## src/rtl/ripple_count_pkg.sv

```systemverilog
// ripple_count_pkg
// Shared types and default parameters for the ripple count extender.
//   state_e       : extender FSM states (INIT, RUN, SAT)
//   *_DEF         : default IN_W / EXT_W / STABLE_CYCLES
//   STABLE_MAX    : largest supported STABLE_CYCLES, sizes the agree counter
package ripple_count_pkg;

  localparam int IN_W_DEF          = 4;
  localparam int EXT_W_DEF         = 16;
  localparam int STABLE_CYCLES_DEF = 2;
  localparam int STABLE_MAX        = 8;
  localparam int AGREE_W           = $clog2(STABLE_MAX + 1);

  typedef enum logic [1:0] {
    INIT = 2'd0,
    RUN  = 2'd1,
    SAT  = 2'd2
  } state_e;

endpackage

```

## src/rtl/count_stable_filter.sv

```systemverilog
// count_stable_filter
// Re-samples the raw ripple counter and reports when one value has been seen
// on STABLE_CYCLES consecutive edges (legal range 2..STABLE_MAX).
// stable_o fires exactly once per run of identical samples, on the edge that
// completes the run; holding the value longer produces no further pulses.
//   clk_i, rst_i  : clock, async active-high reset
//   clear_i       : synchronous restart of the stability run; also masks stable_o
//   count_in_i    : raw ripple count
//   stable_o      : this edge completes a stable run
//   value_o       : the value of the current run
module count_stable_filter
  import ripple_count_pkg::*;
#(
  parameter int IN_W          = IN_W_DEF,
  parameter int STABLE_CYCLES = STABLE_CYCLES_DEF
) (
  input  logic            clk_i,
  input  logic            rst_i,
  input  logic            clear_i,
  input  logic [IN_W-1:0] count_in_i,
  output logic            stable_o,
  output logic [IN_W-1:0] value_o
);

  localparam logic [AGREE_W-1:0] AGREE_LAST = AGREE_W'(STABLE_CYCLES - 1);
  localparam logic [AGREE_W-1:0] AGREE_TOP  = AGREE_W'(STABLE_CYCLES);

  logic [IN_W-1:0]    samp_q, samp_d;
  logic [AGREE_W-1:0] agree_q, agree_d;
  logic               same;

  // agree_q counts samples of samp_q in the current run; 0 means no sample
  // yet, so a post-reset input that happens to equal 0 still needs a full run.
  assign same = (agree_q != '0) && (count_in_i == samp_q);

  always_comb begin
    samp_d  = count_in_i;
    agree_d = AGREE_W'(1);
    if (clear_i) begin
      samp_d  = '0;
      agree_d = '0;
    end else if (same) begin
      agree_d = (agree_q == AGREE_TOP) ? agree_q : agree_q + AGREE_W'(1);
    end
  end

  always_ff @(posedge clk_i or posedge rst_i) begin
    if (rst_i) begin
      samp_q  <= '0;
      agree_q <= '0;
    end else begin
      samp_q  <= samp_d;
      agree_q <= agree_d;
    end
  end

  assign stable_o = !clear_i && same && (agree_q == AGREE_LAST);
  assign value_o  = samp_q;

endmodule

```

## src/rtl/ripple_count_extender.sv

```systemverilog
// ripple_count_extender
// Filters a glitchy ripple counter and extends it to a wide monotonic count.
// Optional build macro: RIPPLE_COUNT_SKIP_DETECT_EN enables skip_err_o
// (sticky flag for any RUN accept that is not exactly last+1).
//   clk_i, rst_i   : clock, async active-high reset
//   clear_i        : synchronous clear, same effect as reset
//   count_in_i     : raw ripple count (IN_W)
//   match_value_i  : threshold for match_pulse_o (EXT_W)
//   ext_count_o    : extended count (EXT_W)
//   ext_valid_o    : first stable value has been accepted
//   wrap_pulse_o   : one cycle per accepted wrap
//   match_pulse_o  : one cycle when ext_count_o changes to match_value_i
//   overflow_o     : sticky saturation flag
//   skip_err_o     : sticky skip flag (0 unless the macro is defined)
module ripple_count_extender
  import ripple_count_pkg::*;
#(
  parameter int IN_W          = IN_W_DEF,
  parameter int EXT_W         = EXT_W_DEF,
  parameter int STABLE_CYCLES = STABLE_CYCLES_DEF
) (
  input  logic             clk_i,
  input  logic             rst_i,
  input  logic             clear_i,
  input  logic [IN_W-1:0]  count_in_i,
  input  logic [EXT_W-1:0] match_value_i,
  output logic [EXT_W-1:0] ext_count_o,
  output logic             ext_valid_o,
  output logic             wrap_pulse_o,
  output logic             match_pulse_o,
  output logic             overflow_o,
  output logic             skip_err_o
);

  localparam int UP_W = EXT_W - IN_W;

  state_e           state_q, state_d;
  logic [EXT_W-1:0] ext_q, ext_d;
  logic             wrap_q, wrap_d;
  logic             match_q, match_d;
  logic             ovf_q, ovf_d;
  logic             stable;
  logic [IN_W-1:0]  value;
  logic [IN_W-1:0]  acc;
  logic [UP_W-1:0]  upper;

  count_stable_filter #(
    .IN_W          (IN_W),
    .STABLE_CYCLES (STABLE_CYCLES)
  ) u_filter (
    .clk_i      (clk_i),
    .rst_i      (rst_i),
    .clear_i    (clear_i),
    .count_in_i (count_in_i),
    .stable_o   (stable),
    .value_o    (value)
  );

  // In RUN the low bits of the extended count always hold the last accepted
  // value, so no separate copy is kept.
  assign acc   = ext_q[IN_W-1:0];
  assign upper = ext_q[EXT_W-1:IN_W];

  always_comb begin
    state_d = state_q;
    ext_d   = ext_q;
    wrap_d  = 1'b0;
    ovf_d   = ovf_q;
    if (clear_i) begin
      state_d = INIT;
      ext_d   = '0;
      ovf_d   = 1'b0;
    end else begin
      case (state_q)
        INIT: begin
          if (stable) begin
            ext_d   = {{UP_W{1'b0}}, value};
            state_d = RUN;
          end
        end
        RUN: begin
          if (stable && (value != acc)) begin
            if (value > acc) begin
              ext_d = {upper, value};
            end else if (&upper) begin
              ext_d   = '1;
              ovf_d   = 1'b1;
              state_d = SAT;
            end else begin
              ext_d  = {upper + UP_W'(1), value};
              wrap_d = 1'b1;
            end
          end
        end
        default: ;
      endcase
    end
    // Pulse only on a change of the count, never on a held value.
    match_d = !clear_i && (ext_d != ext_q) && (ext_d == match_value_i);
  end

  always_ff @(posedge clk_i or posedge rst_i) begin
    if (rst_i) begin
      state_q <= INIT;
      ext_q   <= '0;
      wrap_q  <= 1'b0;
      match_q <= 1'b0;
      ovf_q   <= 1'b0;
    end else begin
      state_q <= state_d;
      ext_q   <= ext_d;
      wrap_q  <= wrap_d;
      match_q <= match_d;
      ovf_q   <= ovf_d;
    end
  end

`ifdef RIPPLE_COUNT_SKIP_DETECT_EN
  logic skip_q, skip_d;

  always_comb begin
    skip_d = skip_q;
    if (clear_i) begin
      skip_d = 1'b0;
    end else if ((state_q == RUN) && stable && (value != acc) &&
                 (value != acc + IN_W'(1))) begin
      skip_d = 1'b1;
    end
  end

  always_ff @(posedge clk_i or posedge rst_i) begin
    if (rst_i) skip_q <= 1'b0;
    else       skip_q <= skip_d;
  end

  assign skip_err_o = skip_q;
`else
  assign skip_err_o = 1'b0;
`endif

  assign ext_count_o   = ext_q;
  assign ext_valid_o   = (state_q != INIT);
  assign wrap_pulse_o  = wrap_q;
  assign match_pulse_o = match_q;
  assign overflow_o    = ovf_q;

endmodule

```

## config.mk

```make
export PLATFORM = sky130hd
export DESIGN_NAME = ripple_count_extender
export DESIGN_NICKNAME = d
export VERILOG_FILES = /design/src/rtl/ripple_count_pkg.sv /design/src/rtl/count_stable_filter.sv /design/src/rtl/ripple_count_extender.sv
export SDC_FILE = /design/constraint.sdc
export NUM_CORES = 1
export LEC_CHECK = 0
export CORE_UTILIZATION = 54
export DETAILED_ROUTE_END_ITERATION = 7
export HOLD_SLACK_MARGIN = 0.15
export PLACE_DENSITY = 0.78
export SYNTH_ARGS = -nofsm -noshare
export SYNTH_HDL_FRONTEND = slang
export SYNTH_HIERARCHICAL = 1
export SYNTH_SLANG_ARGS = --single-unit
```

## constraint.sdc

```tcl
create_clock -name clk_i -period 3.74 [get_ports clk_i]
set_input_delay 1.122 -clock clk_i [delete_from_list [all_inputs] [get_ports clk_i]]
set_output_delay 1.122 -clock clk_i [all_outputs]
set_load 0.02 [all_outputs]
```

==> metrics.cfg, run 1 <==
[synth]
synth_top_area_share_pct=27.0
synth_seq_cells=29
synthesis.area_mm2=0.00269
async_flop_share_pct=100
postSynthNetCount=369
ys.flop_type=dfrtp_1
yosys.area.top_type=dfrtp_1
avgSynthCellArea_um2=7.97
synth_edf_count=0
seq_area_frac_synth_pct=27.0
ys_types=72
synthCells=337
yosys-top-cells-area=dfrtp_1 27%, ha_1 4.2%, nor2_1 4.2%
synth_warnings=6

[clock_network]
htree_levels=2
root_buffer=clkbuf_8
cts_tree=built
hold_buffers=0
clock_latency_ns=0.28
cts_buffers=5
cts_sinks=29
cts_max_path_buffers=2
clk_pin_slew_ns=0.07

[place]
dpl_worst_slack_ns=-0.633
place_congestion=1.05
dp_hpwl_um=7270
dpl_cell_area_mm2=0.00345
place.port_buffers=42
dp.cells=477

[layout]
drive_above_1_share_pct=27.5
area_growth_pct=43.5
nNetsFinal=463
diodes=0
final_area_mm2=0.00385
fin_cells=499
finish.utilization_pct=81.1

[critical_path]
startpoint=count_in_i[3]
cp.arrival_ns=3.78
required_ns=3.91
crit_path_max_incr_delay_ns=0.37
crit_type=primary input to flip-flop
r2r-start=ext_count_o[4]
cp_num_buf_inv=3
crit_chain=clkdlybuf4s15_1, xnor2_2, nand4_1, nor3_4, buf_2, nor3b_2, nor2_2, o32ai_2, a2111oi_2, nand4_1, nor4_1, buf_4, nand4_1, a2111oi_2
critPathCaptureType=flip-flop
slowest_stage=a2111oi_2
crit_top_cell=nand4_1
cp_top_family=simple AND/OR/NAND/NOR gates
worstSetupStartpointType=primary input
path_max_fanout=4

[routing]
routed_wl_um=10200
remaining_drc_errors=0
wire_per_inst_um=20.4
dr.pass1.iters=6
final_antenna_net_count=0
drtIter0Drc=488
vias=3346
viasPerCell=6.71

[pwr]
switching_share_pct=27.9
clkPwrFrac_pct=38.0
power.internal_uw=545
combPwrFrac_pct=19.2
p_leak_uw=0.00157
power_frac_seq_pct=42.9
power_switching_uw=211
ir_drop_mv=0.195
powerDensity_mw_per_mm2=196
total_power_uw=756

[sta]
fin_crit_sh_pct=96.4
fin_crit_ns=3.61
setup_ws_ns=0.133
slew_violations=0
slew_headroom_pct=41.1
hold_violations=0
worst_pin_slew_ns=0.881
max_freq_mhz=277
setup_viol=0
skew_ns=0.00856

[global_route]
gr-max-usage-layer=met2
grt_usage_pct=39.1
overflow=0
grt_pass1_vias=3043
gr-usage-met1_pct=55.4
met2_usage_pct=59.8
grt_max_degree=22
antenna_found_initial=0
grt_pass1_wl_um=15500
use_met3_pct=7.22

[floorplanning]
ioPinCount=44
core_area_mm2=0.00475
fp.dieW_um=72.5
rows=25
die_area_mm2=0.00526
start_util_pct=56.5
fp.dieH_um=72.5

[outcome]
run_status=complete, no violations

[min_path]
worstHoldStart=overflow_o
worst_hold_path_type=flip-flop to flip-flop

[run]
max_cap_viol_count=0

==> timing repair <==
item | 4_1_cts | 5_1_grt
setup endpoints to repair | 1 | 1
gates cloned | 1 | 1
pin swaps | 16 | 17
setup buffers | 8 | 6
resized for setup | 31 | 25
==> worst paths after layout <==
path,cells past startpoint,slack [ns],to
max in group asynchronous,2,1.85,wrap_pulse_o
hold reg to reg,2,0.54,overflow_o
hold / removal,2,0.54,overflow_o
min in group asynchronous,2,1.12,u_filter/value_o[2]
setup reg to reg,9,0.36,match_pulse_o
setup / recovery,14,0.13,match_pulse_o
==> worst min-delay path, delay by kind of cell, from the launching register on <==
family / cells / cell delay, ns
AOI/OAI and AO/OA: 1 / 0.05
DFF: 1 / 0.36
and+or+nand+nor: 1 / 0.09
==> state kept, by name (all words and copies together), names as in the netlist <==
name              count
match_pulse_o         1
overflow_o            1
u_filter/value_o      4
state_q               2
u_filter/agree_q      4
wrap_pulse_o          1
ext_count_o          16
==> Yosys cell counts (5+ instances only) <==
cell	count
inv_1	19
and3_1	6
nor2_1	30
o211ai_1	5
nand4_1	10
nor2b_1	8
dfrtp_1	29
ha_1	9
xnor2_1	6
o21ai_0	13
or3_1	5
nand3_1	15
nand2_1	23
nor4_1	11
nor3_1	20
o31ai_1	9
a21oi_1	20
buf_2	7
==> metal layers <==
metal  vias to the layer above  routed length (um)
met5                         -                   0
met4                         0                 271
met3                        47                1290
met2                       262                4520
met1                      1570                4100
li1                       1467                   -
==> per-stage QoR <==
step                TNS [ns]  hold slack (ns)
floorplan                  0            0.560
global placement      -0.443            0.486
detailed placement    -0.644            0.531
CTS                        0            0.551
global route         -0.0134            0.568
finish                     0            0.536
==> layout make-up <==
| type | instances | area (um^2) |
|---|---|---|
| tap | 67 | 83.8 |
| inverter | 19 | 71.3 |
| clock inverter | 1 | 5.00 |
| sequential | 29 | 726 |
| fill | 333 | 900 |
| timing repair buffer | 104 | 877 |
| multi-input combinational | 272 | 2000 |
| clock buffer | 7 | 96.3 |
==> placed cells by master (no fill, tap or decap), types with 4 or more instances in the layout <==
cell type | netlist | routed
nand2_1 | 23 | 22
nor2_1 | 30 | 29
o211a_1 | 4 | 4
and3_1 | 6 | 5
nand4_1 | 10 | 10
o211ai_1 | 5 | 5
nor3_1 | 20 | 15
o31ai_1 | 9 | 8
xnor2_1 | 6 | 4
xor2_1 | 4 | 4
buf_4 | 1 | 57
dfrtp_1 | 29 | 29
o21ai_0 | 13 | 12
nor4_1 | 11 | 9
nor2b_1 | 8 | 7
nand3_1 | 15 | 13
or4_1 | 4 | 4
clkbuf_8 | 0 | 7
a21oi_1 | 20 | 19
or3_1 | 5 | 5
clkdlybuf4s50_1 | 0 | 38
ha_1 | 9 | 9
inv_1 | 19 | 19
==> cells by family after synthesis <==
family,count (synthesis),share of synthesized area [%]
AOI/OAI and AO/OA,88,23.5
xor gates and xnor gates,11,3.87
adders and majority gates,9,4.19
buffers and inverters,36,6.43
DFF,29,27.0
muxes,4,1.58
other,1,0.140
and+or+nand+nor,159,33.3
==> power groups by stage <==
stage	registers, uW	logic [uW]	clock network [uW]
after CTS	323	135	288
after floorplan	327	64.1	0
final	324	145	287
after detailed placement	329	127	0
after global routing	324	154	305
after global placement	329	126	0
Power figures use the tool's default switching activity.
==> run 2, diff against run 1 <==
--- a/config.mk
+++ b/config.mk
@@ -5,6 +5,7 @@
 export SDC_FILE = /design/constraint.sdc
 export NUM_CORES = 1
 export LEC_CHECK = 0
+export CORE_ASPECT_RATIO = 0.5
 export CORE_UTILIZATION = 54
 export DETAILED_ROUTE_END_ITERATION = 7
 export HOLD_SLACK_MARGIN = 0.15
==> metrics.cfg, run 2 (synthesis results as in run 1) <==
[global_route]
overflow=0  ; unchanged
grt_usage_pct=41.8  ; was 39.1%
antenna_found_initial=0  ; unchanged
grt_pass1_wl_um=16100  ; was 15,500 um
grt_pass1_vias=3149  ; was 3,043
grt_max_degree=22  ; unchanged

[sta]
hold_slack_ns=0.506  ; was 0.536 ns
skew_ns=0.0101  ; was 0.00856 ns
fin_crit_sh_pct=96.9  ; was 96.4%
slew_headroom_pct=39.1  ; was 41.1%
worst_pin_slew_ns=0.913  ; was 0.881 ns
fin_crit_ns=3.62  ; was 3.61 ns
max_freq_mhz=276  ; was 277 MHz
setup_viol=0  ; unchanged
hold_violations=0  ; unchanged
slew_violations=0  ; unchanged

[critical_path]
path_max_fanout=3  ; was 4
crit_chain=clkbuf_2, xnor2_1, nand4_1, nor3_2, or3b_2, buf_4, o21ai_0, o21ai_1, o31ai_1, nor3b_1, buf_4, a2111oi_2  ; was clkdlybuf4s15_1, xnor2_2, nand4_1, nor3_4, buf_2, nor3b_2, nor2_2, o32ai_2, a2111oi_2, nand4_1, nor4_1, buf_4, nand4_1, a2111oi_2
cp_top_family=compound AO/OA/AOI/OAI gates  ; was simple AND/OR/NAND/NOR gates
crit_path_max_incr_delay_ns=0.51  ; was 0.37 ns
crit_type=primary input to flip-flop  ; unchanged
worstSetupStartpointType=primary input  ; unchanged
cp.arrival_ns=3.81  ; was 3.78 ns
slowest_stage=or3b_2  ; was a2111oi_2
required_ns=3.93  ; was 3.91 ns
cp_num_buf_inv=3  ; unchanged
critPathCaptureType=flip-flop  ; unchanged
crit_top_cell=buf_4  ; was nand4_1

[floorplanning]
core_area_mm2=0.00459  ; was 0.00475 mm^2
rows=17  ; was 25
fp.dieH_um=51.9  ; was 72.5 um
die_area_mm2=0.00528  ; was 0.00526 mm^2
start_util_pct=58.5  ; was 56.5%
ioPinCount=44  ; unchanged
fp.dieW_um=102  ; was 72.5 um

[place]
place.port_buffers=42  ; unchanged
dp_hpwl_um=7540  ; was 7270 um
place_congestion=1.04  ; was 1.05

[routing]
final_antenna_net_count=0  ; unchanged
routed_wl_um=11000  ; was 10,200 um
wire_per_inst_um=22.4  ; was 20.4 um
remaining_drc_errors=0  ; unchanged
dr.pass1.iters=5  ; was 6
drtIter0Drc=428  ; was 488
viasPerCell=7.01  ; was 6.71
vias=3441  ; was 3,346

[layout]
nNetsFinal=456  ; was 463
final_cell_mix=53 x buf_4, 37 x clkdlybuf4s50_1, 29 x nor2_1, 29 x dfrtp_1, 22 x nand2_1  ; was 57 x buf_4, 38 x clkdlybuf4s50_1, 29 x nor2_1, 29 x dfrtp_1, 22 x nand2_1
area_growth_pct=41.3  ; was 43.5%
fillers=301  ; was 333
diodes=0  ; unchanged
finish.utilization_pct=82.6  ; was 81.1%
drive_above_1_share_pct=27.1  ; was 27.5%
largest_register_ffs=16  ; unchanged
layout_commonest_cell=buf_4  ; unchanged

[clock_network]
cts_max_path_buffers=2  ; unchanged
clk_pin_slew_ns=0.08  ; was 0.07 ns
cts_sinks=29  ; unchanged
root_buffer=clkbuf_8  ; unchanged
cts_tree=built  ; unchanged
hold_buffers=0  ; unchanged
clock_latency_ns=0.30  ; was 0.28 ns
cts_buffers=5  ; unchanged
htree_levels=2  ; unchanged

[pwr]
powerDensity_mw_per_mm2=204  ; was 196 mW/mm^2
p_leak_uw=0.00154  ; was 0.00157 uW
ir_drop_mv=0.163  ; was 0.195 mV

[outcome]
run_status=complete, no violations  ; unchanged

[run]
max_cap_viol_count=0  ; unchanged

[min_path]
worst_hold_path_type=flip-flop to flip-flop  ; unchanged

[run 2: per-stage QoR]
stage                     TNS (ns)  power [uW]  worst slack [ns]  cells  area (um^2)
after detailed placement     -1.01         455            -0.731    481         3490
after CTS                        0         757          0.000298    490         3680
after global placement      -0.444         451            -0.444    481         3490
after floorplan                  0         391            0.0869    337         2690
final                            0         773             0.116    491         3790
after global routing      -0.00489         790          -0.00489    491         3790
[run 2: layout make-up]
class                   instances  area (um^2)  area share [%]
clock inverters                 1         5.00           0.132
multi-input cells             272         1990            52.5
inverters                      19         71.3            1.88
well taps                      66         82.6            2.18
clock buffers                   7         96.3            2.54
flip-flops and latches         29          726            19.1
repair buffers                 97          823            21.7
[run 2: per-layer routing]
metal	track usage (%)	wire, um	up-vias
met5	0	0	-
met4	20.8	590	0
met3	12.2	1500	86
met2	68.0	4760	290
met1	51.3	4130	1615
li1	-	-	1450
[run 2: path summary, 6_finish.rpt]
kind	startpoint	to	slack (ns)	depth (start not counted)
worst max-delay path	count_in_i[2]	match_pulse_o	0.12	12
worst min-delay path	overflow_o	overflow_o	0.51	2
worst max register to register	u_filter/agree_q[0]	match_pulse_o	0.37	13
worst min register to register	overflow_o	overflow_o	0.51	2
max in group asynchronous	rst_i	wrap_pulse_o	1.79	2
min in group asynchronous	rst_i	u_filter/agree_q[0]	1.13	2
[run 2: timing repair]
item,in CTS,in global routing
endpoints found under the setup margin,1,1
setup buffers,2,1
gates resized for setup,26,29
pin swaps,15,18
[run 2: power breakdown]
group	leakage (uW)	switching (uW)	internal (uW)	total (uW)
Combinational	0.00108	84.4	61.7	146
Sequential	0.000399	7.49	317	324
Clock	0.0000542	137	166	303
[run 2: worst min-delay path, cell delays in order, from the launching register on]
cell     delay (ns)
dfrtp_1        0.35
a21oi_1        0.04
nor2_1         0.07
